## src/rtl/i2c_seq_pkg.sv

```systemverilog
// Shared definitions for the table-driven I2C init sequencer: FSM states,
// table entry field offsets, the end-of-table marker and the settle-delay
// cycle count calculation.
package i2c_seq_pkg;

  typedef enum logic [3:0] {
    S_IDLE,
    S_FETCH,
    S_ISSUE,
    S_WAIT_DONE,
    S_DELAY,
    S_VERIFY,
    S_VERIFY_WAIT,
    S_DONE,
    S_ERROR
  } state_e;

  // Table entry layout: {device_id, addr_mode, addr, data}
  localparam int ENTRY_W      = 33;
  localparam int ENT_DEV_LSB  = 25;
  localparam int ENT_MODE_BIT = 24;
  localparam int ENT_ADDR_LSB = 8;
  localparam int ENT_DATA_LSB = 0;

  // A device_id of zero terminates the table walk.
  localparam logic [7:0] END_DEVICE_ID = 8'h00;

  // Number of clock cycles spent waiting out the device write cycle.
  function automatic int unsigned calc_dly(input int unsigned clk_freq,
                                           input int unsigned wr_delay_us);
    return (clk_freq / 1_000_000) * wr_delay_us;
  endfunction

endpackage

```

## src/rtl/i2c_seq_timer.sv

```systemverilog
// Loadable down-counter used to time the post-write settle delay.
// expired_o is high whenever the count has reached zero.
module i2c_seq_timer
  import i2c_seq_pkg::*;
#(
  parameter int unsigned WIDTH = 18
) (
  input  logic             clk_i,
  input  logic             rst_ni,
  input  logic             load_i,
  input  logic [WIDTH-1:0] load_val_i,
  output logic             expired_o
);

  logic [WIDTH-1:0] cnt_q;

  // Load on request, otherwise count down and hold at zero.
  always_ff @(posedge clk_i or negedge rst_ni) begin
    if (!rst_ni) begin
      cnt_q <= '0;
    end else if (load_i) begin
      cnt_q <= load_val_i;
    end else if (cnt_q != '0) begin
      cnt_q <= cnt_q - 1'b1;
    end
  end

  assign expired_o = (cnt_q == '0);

endmodule

```

## src/rtl/i2c_init_seq.sv

```systemverilog
// Table-driven sequencer for the single-transaction i2c_control master.
// Walks a synchronous configuration ROM, issuing one register write per
// entry, waiting out the device write cycle after each and retrying NACKs.
// Optional feature macro I2C_INIT_SEQ_VERIFY_EN: read back every write after
// its settle delay and treat a mismatch or read NACK as a failed attempt.
module i2c_init_seq
  import i2c_seq_pkg::*;
#(
  parameter int unsigned CLK_FREQ    = 50_000_000,
  parameter int unsigned WR_DELAY_US = 5000,
  parameter int unsigned MAX_RETRY   = 3,
  parameter int unsigned TBL_AW      = 8
) (
  input  logic               Clk,
  input  logic               Rst_n,
  input  logic               start,
  output logic               busy,
  output logic               done,
  output logic               error,
  output logic [TBL_AW-1:0]  err_index,
  output logic [TBL_AW-1:0]  tbl_index,
  input  logic [ENTRY_W-1:0] tbl_entry,
  output logic               wrreg_req,
  output logic               rdreg_req,
  output logic [7:0]         device_id,
  output logic [15:0]        addr,
  output logic               addr_mode,
  output logic [7:0]         wrdata,
  input  logic               RW_Done,
  input  logic               ack,
  input  logic [7:0]         rddata
);

  localparam int unsigned DLY = calc_dly(CLK_FREQ, WR_DELAY_US);
  localparam int unsigned TW  = (DLY > 1) ? $clog2(DLY + 1) : 1;
  // The cycle that loads the timer is not part of DELAY, so load DLY-1.
  localparam logic [TW-1:0] DLY_LOAD = TW'(DLY - 1);
  localparam int unsigned RW = (MAX_RETRY > 0) ? $clog2(MAX_RETRY + 1) : 1;
  localparam logic [RW-1:0] RETRY_MAX = RW'(MAX_RETRY);

  state_e              state_q, state_d;
  logic                fetch_wait_q, fetch_wait_d;
  logic [RW-1:0]       retry_q, retry_d;
  logic                retry_pend_q, retry_pend_d;
  logic                busy_q, busy_d;
  logic                done_q, done_d;
  logic                error_q, error_d;
  logic [TBL_AW-1:0]   err_index_q, err_index_d;
  logic [TBL_AW-1:0]   tbl_index_q, tbl_index_d;
  logic [7:0]          dev_q, dev_d;
  logic [15:0]         addr_q, addr_d;
  logic                mode_q, mode_d;
  logic [7:0]          wdata_q, wdata_d;
  logic                timer_load;
  logic                timer_expired;
  logic                advance;

  i2c_seq_timer #(
    .WIDTH (TW)
  ) u_timer (
    .clk_i      (Clk),
    .rst_ni     (Rst_n),
    .load_i     (timer_load),
    .load_val_i (DLY_LOAD),
    .expired_o  (timer_expired)
  );

  // State and output registers; reset aborts any walk in progress.
  always_ff @(posedge Clk or negedge Rst_n) begin
    if (!Rst_n) begin
      state_q      <= S_IDLE;
      fetch_wait_q <= 1'b0;
      retry_q      <= '0;
      retry_pend_q <= 1'b0;
      busy_q       <= 1'b0;
      done_q       <= 1'b0;
      error_q      <= 1'b0;
      err_index_q  <= '0;
      tbl_index_q  <= '0;
      dev_q        <= '0;
      addr_q       <= '0;
      mode_q       <= 1'b0;
      wdata_q      <= '0;
    end else begin
      state_q      <= state_d;
      fetch_wait_q <= fetch_wait_d;
      retry_q      <= retry_d;
      retry_pend_q <= retry_pend_d;
      busy_q       <= busy_d;
      done_q       <= done_d;
      error_q      <= error_d;
      err_index_q  <= err_index_d;
      tbl_index_q  <= tbl_index_d;
      dev_q        <= dev_d;
      addr_q       <= addr_d;
      mode_q       <= mode_d;
      wdata_q      <= wdata_d;
    end
  end

  // Next-state logic: fetch, issue, wait, settle, (verify), advance or fail.
  always_comb begin
    state_d      = state_q;
    fetch_wait_d = fetch_wait_q;
    retry_d      = retry_q;
    retry_pend_d = retry_pend_q;
    busy_d       = busy_q;
    done_d       = done_q;
    error_d      = error_q;
    err_index_d  = err_index_q;
    tbl_index_d  = tbl_index_q;
    dev_d        = dev_q;
    addr_d       = addr_q;
    mode_d       = mode_q;
    wdata_d      = wdata_q;
    timer_load   = 1'b0;
    advance      = 1'b0;

    case (state_q)
      S_IDLE: begin
        if (start) begin
          done_d       = 1'b0;
          error_d      = 1'b0;
          err_index_d  = '0;
          tbl_index_d  = '0;
          retry_d      = '0;
          retry_pend_d = 1'b0;
          busy_d       = 1'b1;
          fetch_wait_d = 1'b1;
          state_d      = S_FETCH;
        end
      end

      S_FETCH: begin
        // First cycle presents the address; the entry is valid on the second.
        if (fetch_wait_q) begin
          fetch_wait_d = 1'b0;
        end else if (tbl_entry[ENT_DEV_LSB +: 8] == END_DEVICE_ID) begin
          done_d  = 1'b1;
          busy_d  = 1'b0;
          state_d = S_DONE;
        end else begin
          dev_d   = tbl_entry[ENT_DEV_LSB +: 8];
          mode_d  = tbl_entry[ENT_MODE_BIT];
          addr_d  = tbl_entry[ENT_ADDR_LSB +: 16];
          wdata_d = tbl_entry[ENT_DATA_LSB +: 8];
          state_d = S_ISSUE;
        end
      end

      S_ISSUE: begin
        state_d = S_WAIT_DONE;
      end

      S_WAIT_DONE: begin
        if (RW_Done) begin
          if (!ack) begin
            retry_pend_d = 1'b0;
            timer_load   = 1'b1;
            state_d      = S_DELAY;
          end else if (retry_q < RETRY_MAX) begin
            retry_d      = retry_q + 1'b1;
            retry_pend_d = 1'b1;
            timer_load   = 1'b1;
            state_d      = S_DELAY;
          end else begin
            err_index_d = tbl_index_q;
            error_d     = 1'b1;
            busy_d      = 1'b0;
            state_d     = S_ERROR;
          end
        end
      end

      S_DELAY: begin
        if (timer_expired) begin
          if (retry_pend_q) begin
            state_d = S_ISSUE;
          end else begin
`ifdef I2C_INIT_SEQ_VERIFY_EN
            state_d = S_VERIFY;
`else
            advance = 1'b1;
`endif
          end
        end
      end

`ifdef I2C_INIT_SEQ_VERIFY_EN
      S_VERIFY: begin
        state_d = S_VERIFY_WAIT;
      end

      S_VERIFY_WAIT: begin
        if (RW_Done) begin
          if (!ack && (rddata == wdata_q)) begin
            advance = 1'b1;
          end else if (retry_q < RETRY_MAX) begin
            // Readback failed: rewrite the entry straight away.
            retry_d = retry_q + 1'b1;
            state_d = S_ISSUE;
          end else begin
            err_index_d = tbl_index_q;
            error_d     = 1'b1;
            busy_d      = 1'b0;
            state_d     = S_ERROR;
          end
        end
      end
`endif

      S_DONE, S_ERROR: begin
        state_d = S_IDLE;
      end

      default: begin
        state_d = S_IDLE;
      end
    endcase

    // Move to the next entry, stopping at the top of the table instead of wrapping.
    if (advance) begin
      retry_d = '0;
      if (&tbl_index_q) begin
        done_d  = 1'b1;
        busy_d  = 1'b0;
        state_d = S_DONE;
      end else begin
        tbl_index_d  = tbl_index_q + 1'b1;
        fetch_wait_d = 1'b1;
        state_d      = S_FETCH;
      end
    end
  end

  assign busy      = busy_q;
  assign done      = done_q;
  assign error     = error_q;
  assign err_index = err_index_q;
  assign tbl_index = tbl_index_q;
  assign device_id = dev_q;
  assign addr      = addr_q;
  assign addr_mode = mode_q;
  assign wrdata    = wdata_q;
  assign wrreg_req = (state_q == S_ISSUE);

`ifdef I2C_INIT_SEQ_VERIFY_EN
  assign rdreg_req = (state_q == S_VERIFY);
`else
  assign rdreg_req = 1'b0;
  logic unused_rddata;
  assign unused_rddata = ^rddata;
`endif

endmodule

```

## config.mk

```make
export PLATFORM = sky130hd
export DESIGN_NAME = i2c_init_seq
export DESIGN_NICKNAME = d
export VERILOG_FILES = /design/src/rtl/i2c_seq_pkg.sv /design/src/rtl/i2c_seq_timer.sv /design/src/rtl/i2c_init_seq.sv
export SDC_FILE = /design/constraint.sdc
export NUM_CORES = 1
export LEC_CHECK = 0
export ABC_AREA = 1
export BUFFER_PORTS_ARGS = -buffer_cell sky130_fd_sc_hd__buf_2
export CORE_MARGIN = 2
export CORE_UTILIZATION = 40
export CTS_BUF_LIST = sky130_fd_sc_hd__clkbuf_4 sky130_fd_sc_hd__clkbuf_8 sky130_fd_sc_hd__clkbuf_16
export DETAILED_ROUTE_END_ITERATION = 7
export PLACE_DENSITY = 0.71
export SLEW_MARGIN = 25
export SYNTH_ARGS = -nofsm -noshare
export SYNTH_HDL_FRONTEND = slang
export SYNTH_SLANG_ARGS = --single-unit
```

## constraint.sdc

```tcl
create_clock -name Clk -period 4.43 [get_ports Clk]
set_input_delay 0.2215 -clock Clk [delete_from_list [all_inputs] [get_ports Clk]]
set_output_delay 0.2215 -clock Clk [all_outputs]
set_load 0.1 [all_outputs]
```

==> results by group <==
Synth
  – Post-synthesis compound-gate area fraction: 0.09997
  – Synth Area per Inst: 8.010 um2
  – Top_reg_cell synth: dfrtp_1
  – Yosys top cell area share: 0.4873
  – Largest family of logic cells by synthesized area: simple AND/OR/NAND/NOR gates
  – Multiplexer share of the synthesized area: 0
  – Post-synthesis sequential area ratio: 0.4873
  – Synth Area in Adders: 0.01250
  – Area share of and/or/nand/nor cells after synthesis: 0.3196
  – Synth Cell Area: 0.004005 mm2
  – Synth Area in XOR/XNOR: 0.01531
  – EDFF count, synth: 0
  – Mapped Nets: 550
  – Largest cells by area after synthesis: dfrtp_1 (49%), nand2_1 (15%), o21ai_0 (6.1%), nor2_1 (4.8%), nand3_1 (3.5%)
  – Syn Inst Count: 500
  – FFs w/ async S/R, synth: 1.000
  – Distinct cells, synth: 37
  – Post-synth top area cell: dfrtp_1
  – Seq cells post-synth: 78
  – Synth warn: 0

Timing
  – Worst-margin pin slew: 0.8672 ns
  – Crit path time final: 1.913 ns
  – Setup TNS: 0 ns
  – Fmax: 0.5228 GHz
  – Final hold vios: 0
  – Pins Over Slew Limit: 0
  – WHS: 0.05369 ns
  – RSZ-0062 raised after global routing: false
  – Headroom to the max-slew limit: 0.4197
  – Final setup fails: 0
  – Layout Skew: 0.01259 ns
  – Period utilization: 0.4318

Cells and area
  – Most frequent cells in the layout: nand2_1 (160), buf_2 (89), dfrtp_1 (78)
  – # diodes: 0
  – Reg area: 0.001952 mm2
  – Final std cell area, no fill: 0.004773 mm2
  – Area Overhead vs Synth: 19.18%
  – Layout cells sized above 1: 0.2277
  – Nets@finish: 638
  – Most common cell after layout, fill and taps aside: nand2_1
  – Util after Layout: 0.4906
  – Footprint of the multi-input gates: 0.001795 mm2
  – Layout fillers: 982

Setup path
  – CP Capture Type: output pin
  – Critical Path RT: 4.21 ns
  – R2R Setup Slk: 2.52 ns
  – Critical R2R Capture: addr[14]
  – Crit path DAT: 1.69 ns
  – CP Class: reg2out
  – R2r startpoint: state_q[3]
  – Worst R2R Path Depth: 7
  – Setup crit start kind: flip-flop
  – Critical Path Fanout Max: 8

Clock tree
  – CTS buffer count: 9
  – Total number of H-tree levels: 3
  – Worst-skew pair later-pin latency: 0.36 ns
  – TritonCTS clock tree: done
  – Root Driver: clkbuf_8
  – CTS Sinks: 78
  – PostCTS Resize Cnt: 0
  – CTS Buffer Depth: 2
  – Clock transition at the registers of the reported paths: 0.09 ns

Drt
  – Initial detailed-routing violation count: 187
  – Drt wl/cell: 12.58 um
  – Via Count: 3,559
  – Final wirelength: 9134 um
  – Total iterations of the first detailed-routing run: 5
  – ANT nets after route: 0
  – Residual DRC: 0
  – Vias per inst: 4.902

Floorplan
  – Core Region: 0.009729 mm2
  – # IOs: 100
  – Die W: 104.1 um
  – Die area: 0.01083 mm2
  – Initial Util: 0.4117
  – Site Rows: 36
  – Die H: 104.1 um

Global route
  – Grt ovf: 0
  – Initial antenna violation count: 0
  – Vias in the first global route: 3,471
  – GRT Resource Usage Total: 0.1814
  – First-pass GRT wire length: 16,150 um
  – Largest net degree at the start of global routing: 79

Job
  – Max Cap Viol: 0

Run status
  – Outcome: finished clean

Pwr
  – Max IR drop VDD: 0.6312 mV
  – Power per Cell Area: 852.4 mW/mm2
  – P_leak: 0.002538 uW

Hold path
  – Hold endpoint: addr[10]
  – Worst Hold Class: in2reg
  – Worst hold path depth: 3
  – Hold path start: tbl_entry[18]

Placed design
  – Gpl congestion: 0.8911
  – Area after DPL: 0.004528 mm2
  – Port Buffer Count: 90
  – DP HPWL: 6574 um
-- what timing repair did --
action,4_1_cts,5_1_grt
hold endpoints to repair,0,78
hold buffers,0,1
setup buffers,0,0
setup endpoints to repair,0,0
-- through the flow --
step / instances / total power [uW] / setup WS [ns]
2_1_floorplan: 500 / 3102 / 2.229
3_3_place_gp: 709 / 3427 / 2.586
3_5_place_dp: 709 / 3474 / 2.522
4_1_cts: 725 / 4096 / 2.502
5_1_grt: 726 / 4340 / 2.252
6_report: 726 / 4069 / 2.517
-- sequential cells by signal (all words and copies together), names as in the netlist --
name           cells
busy               1
state_q            4
addr              16
error              1
u_timer.cnt_q     18
addr_mode          1
wrdata             8
retry_pend_q       1
tbl_index          8
device_id          8
retry_q            2
done               1
err_index          8
fetch_wait_q       1
-- cells by family (layout without fill, tap and decap cells) --
logic type / count (synthesis) / after routing
AO/OA/AOI/OAI: 73 / 73
adder cells (fa/ha/maj): 4 / 4
AND/OR/NAND/NOR: 281 / 281
flip-flops: 78 / 78
other: 1 / 1
XOR/XNOR: 7 / 7
buffers and inverters: 56 / 149
-- how the worst max path moves through the flow --
stage,from,to,slack [ns],cells after the start
2_1_floorplan,tbl_index[1],tbl_index[0],2.23,8
3_3_place_gp,u_timer.cnt_q[3],tbl_index[2],2.59,6
3_5_place_dp,state_q[3],addr[14],2.52,7
4_1_cts,state_q[3],wrreg_req,2.50,4
5_1_grt,u_timer.cnt_q[0],tbl_index[3],2.25,7
6_report,state_q[3],wrreg_req,2.52,4
-- where the power goes --
| group | internal [uW] | leakage [uW] | total, uW | switching [uW] |
|---|---|---|---|---|
| sequential | 960 | 0.000990 | 1130 | 169 |
| clock | 336 | 0.000113 | 610 | 274 |
| combinational | 435 | 0.00144 | 2330 | 1890 |
-- area by class of cell --
class,count,share of cell area
Clock buffer,10,0.02883
Clock inverter,6,0.01966
Inverter,41,0.03224
Multi-Input combinational cell,366,0.3761
Sequential cell,78,0.4089
Tap cell,133,0.03486
Timing Repair Buffer,92,0.09934
-- cells in the mapped netlist (2+ instances only) --
cell type and instances:
nor2_2 2, nand2_4 2, nor3_1 5, inv_1 36
or2_2 3, nor2_1 51, o21bai_1 2, buf_2 2
nand2_2 5, nand3_1 28, ha_1 4, o21ai_0 49
nor2_4 6, clkbuf_2 3, a21oi_1 7, xnor2_1 6
nand4_1 8, nand2_1 160, o21ai_1 12, nand3b_1 6
dfrtp_1 78, clkbuf_1 3, inv_2 4, buf_6 5
-- worst max-delay path, stage by stage, from the launching register on --
cell and delay, ns:
dfrtp_1 0.41, nor2_4 0.24, nand3_1 0.16, inv_1 0.09, buf_2 0.42
-- layer usage --
metal / wire (um) / global-route usage / vias to the layer above
met3: 473 / 0.03947 / 17
met5: 0 / 0 / -
met1: 3933 / 0.2214 / 1646
li1: - / - / 1776
met2: 4496 / 0.3102 / 120
met4: 230 / 0.07625 / 0
No activity file was read; power rests on OpenSTA's default activity.
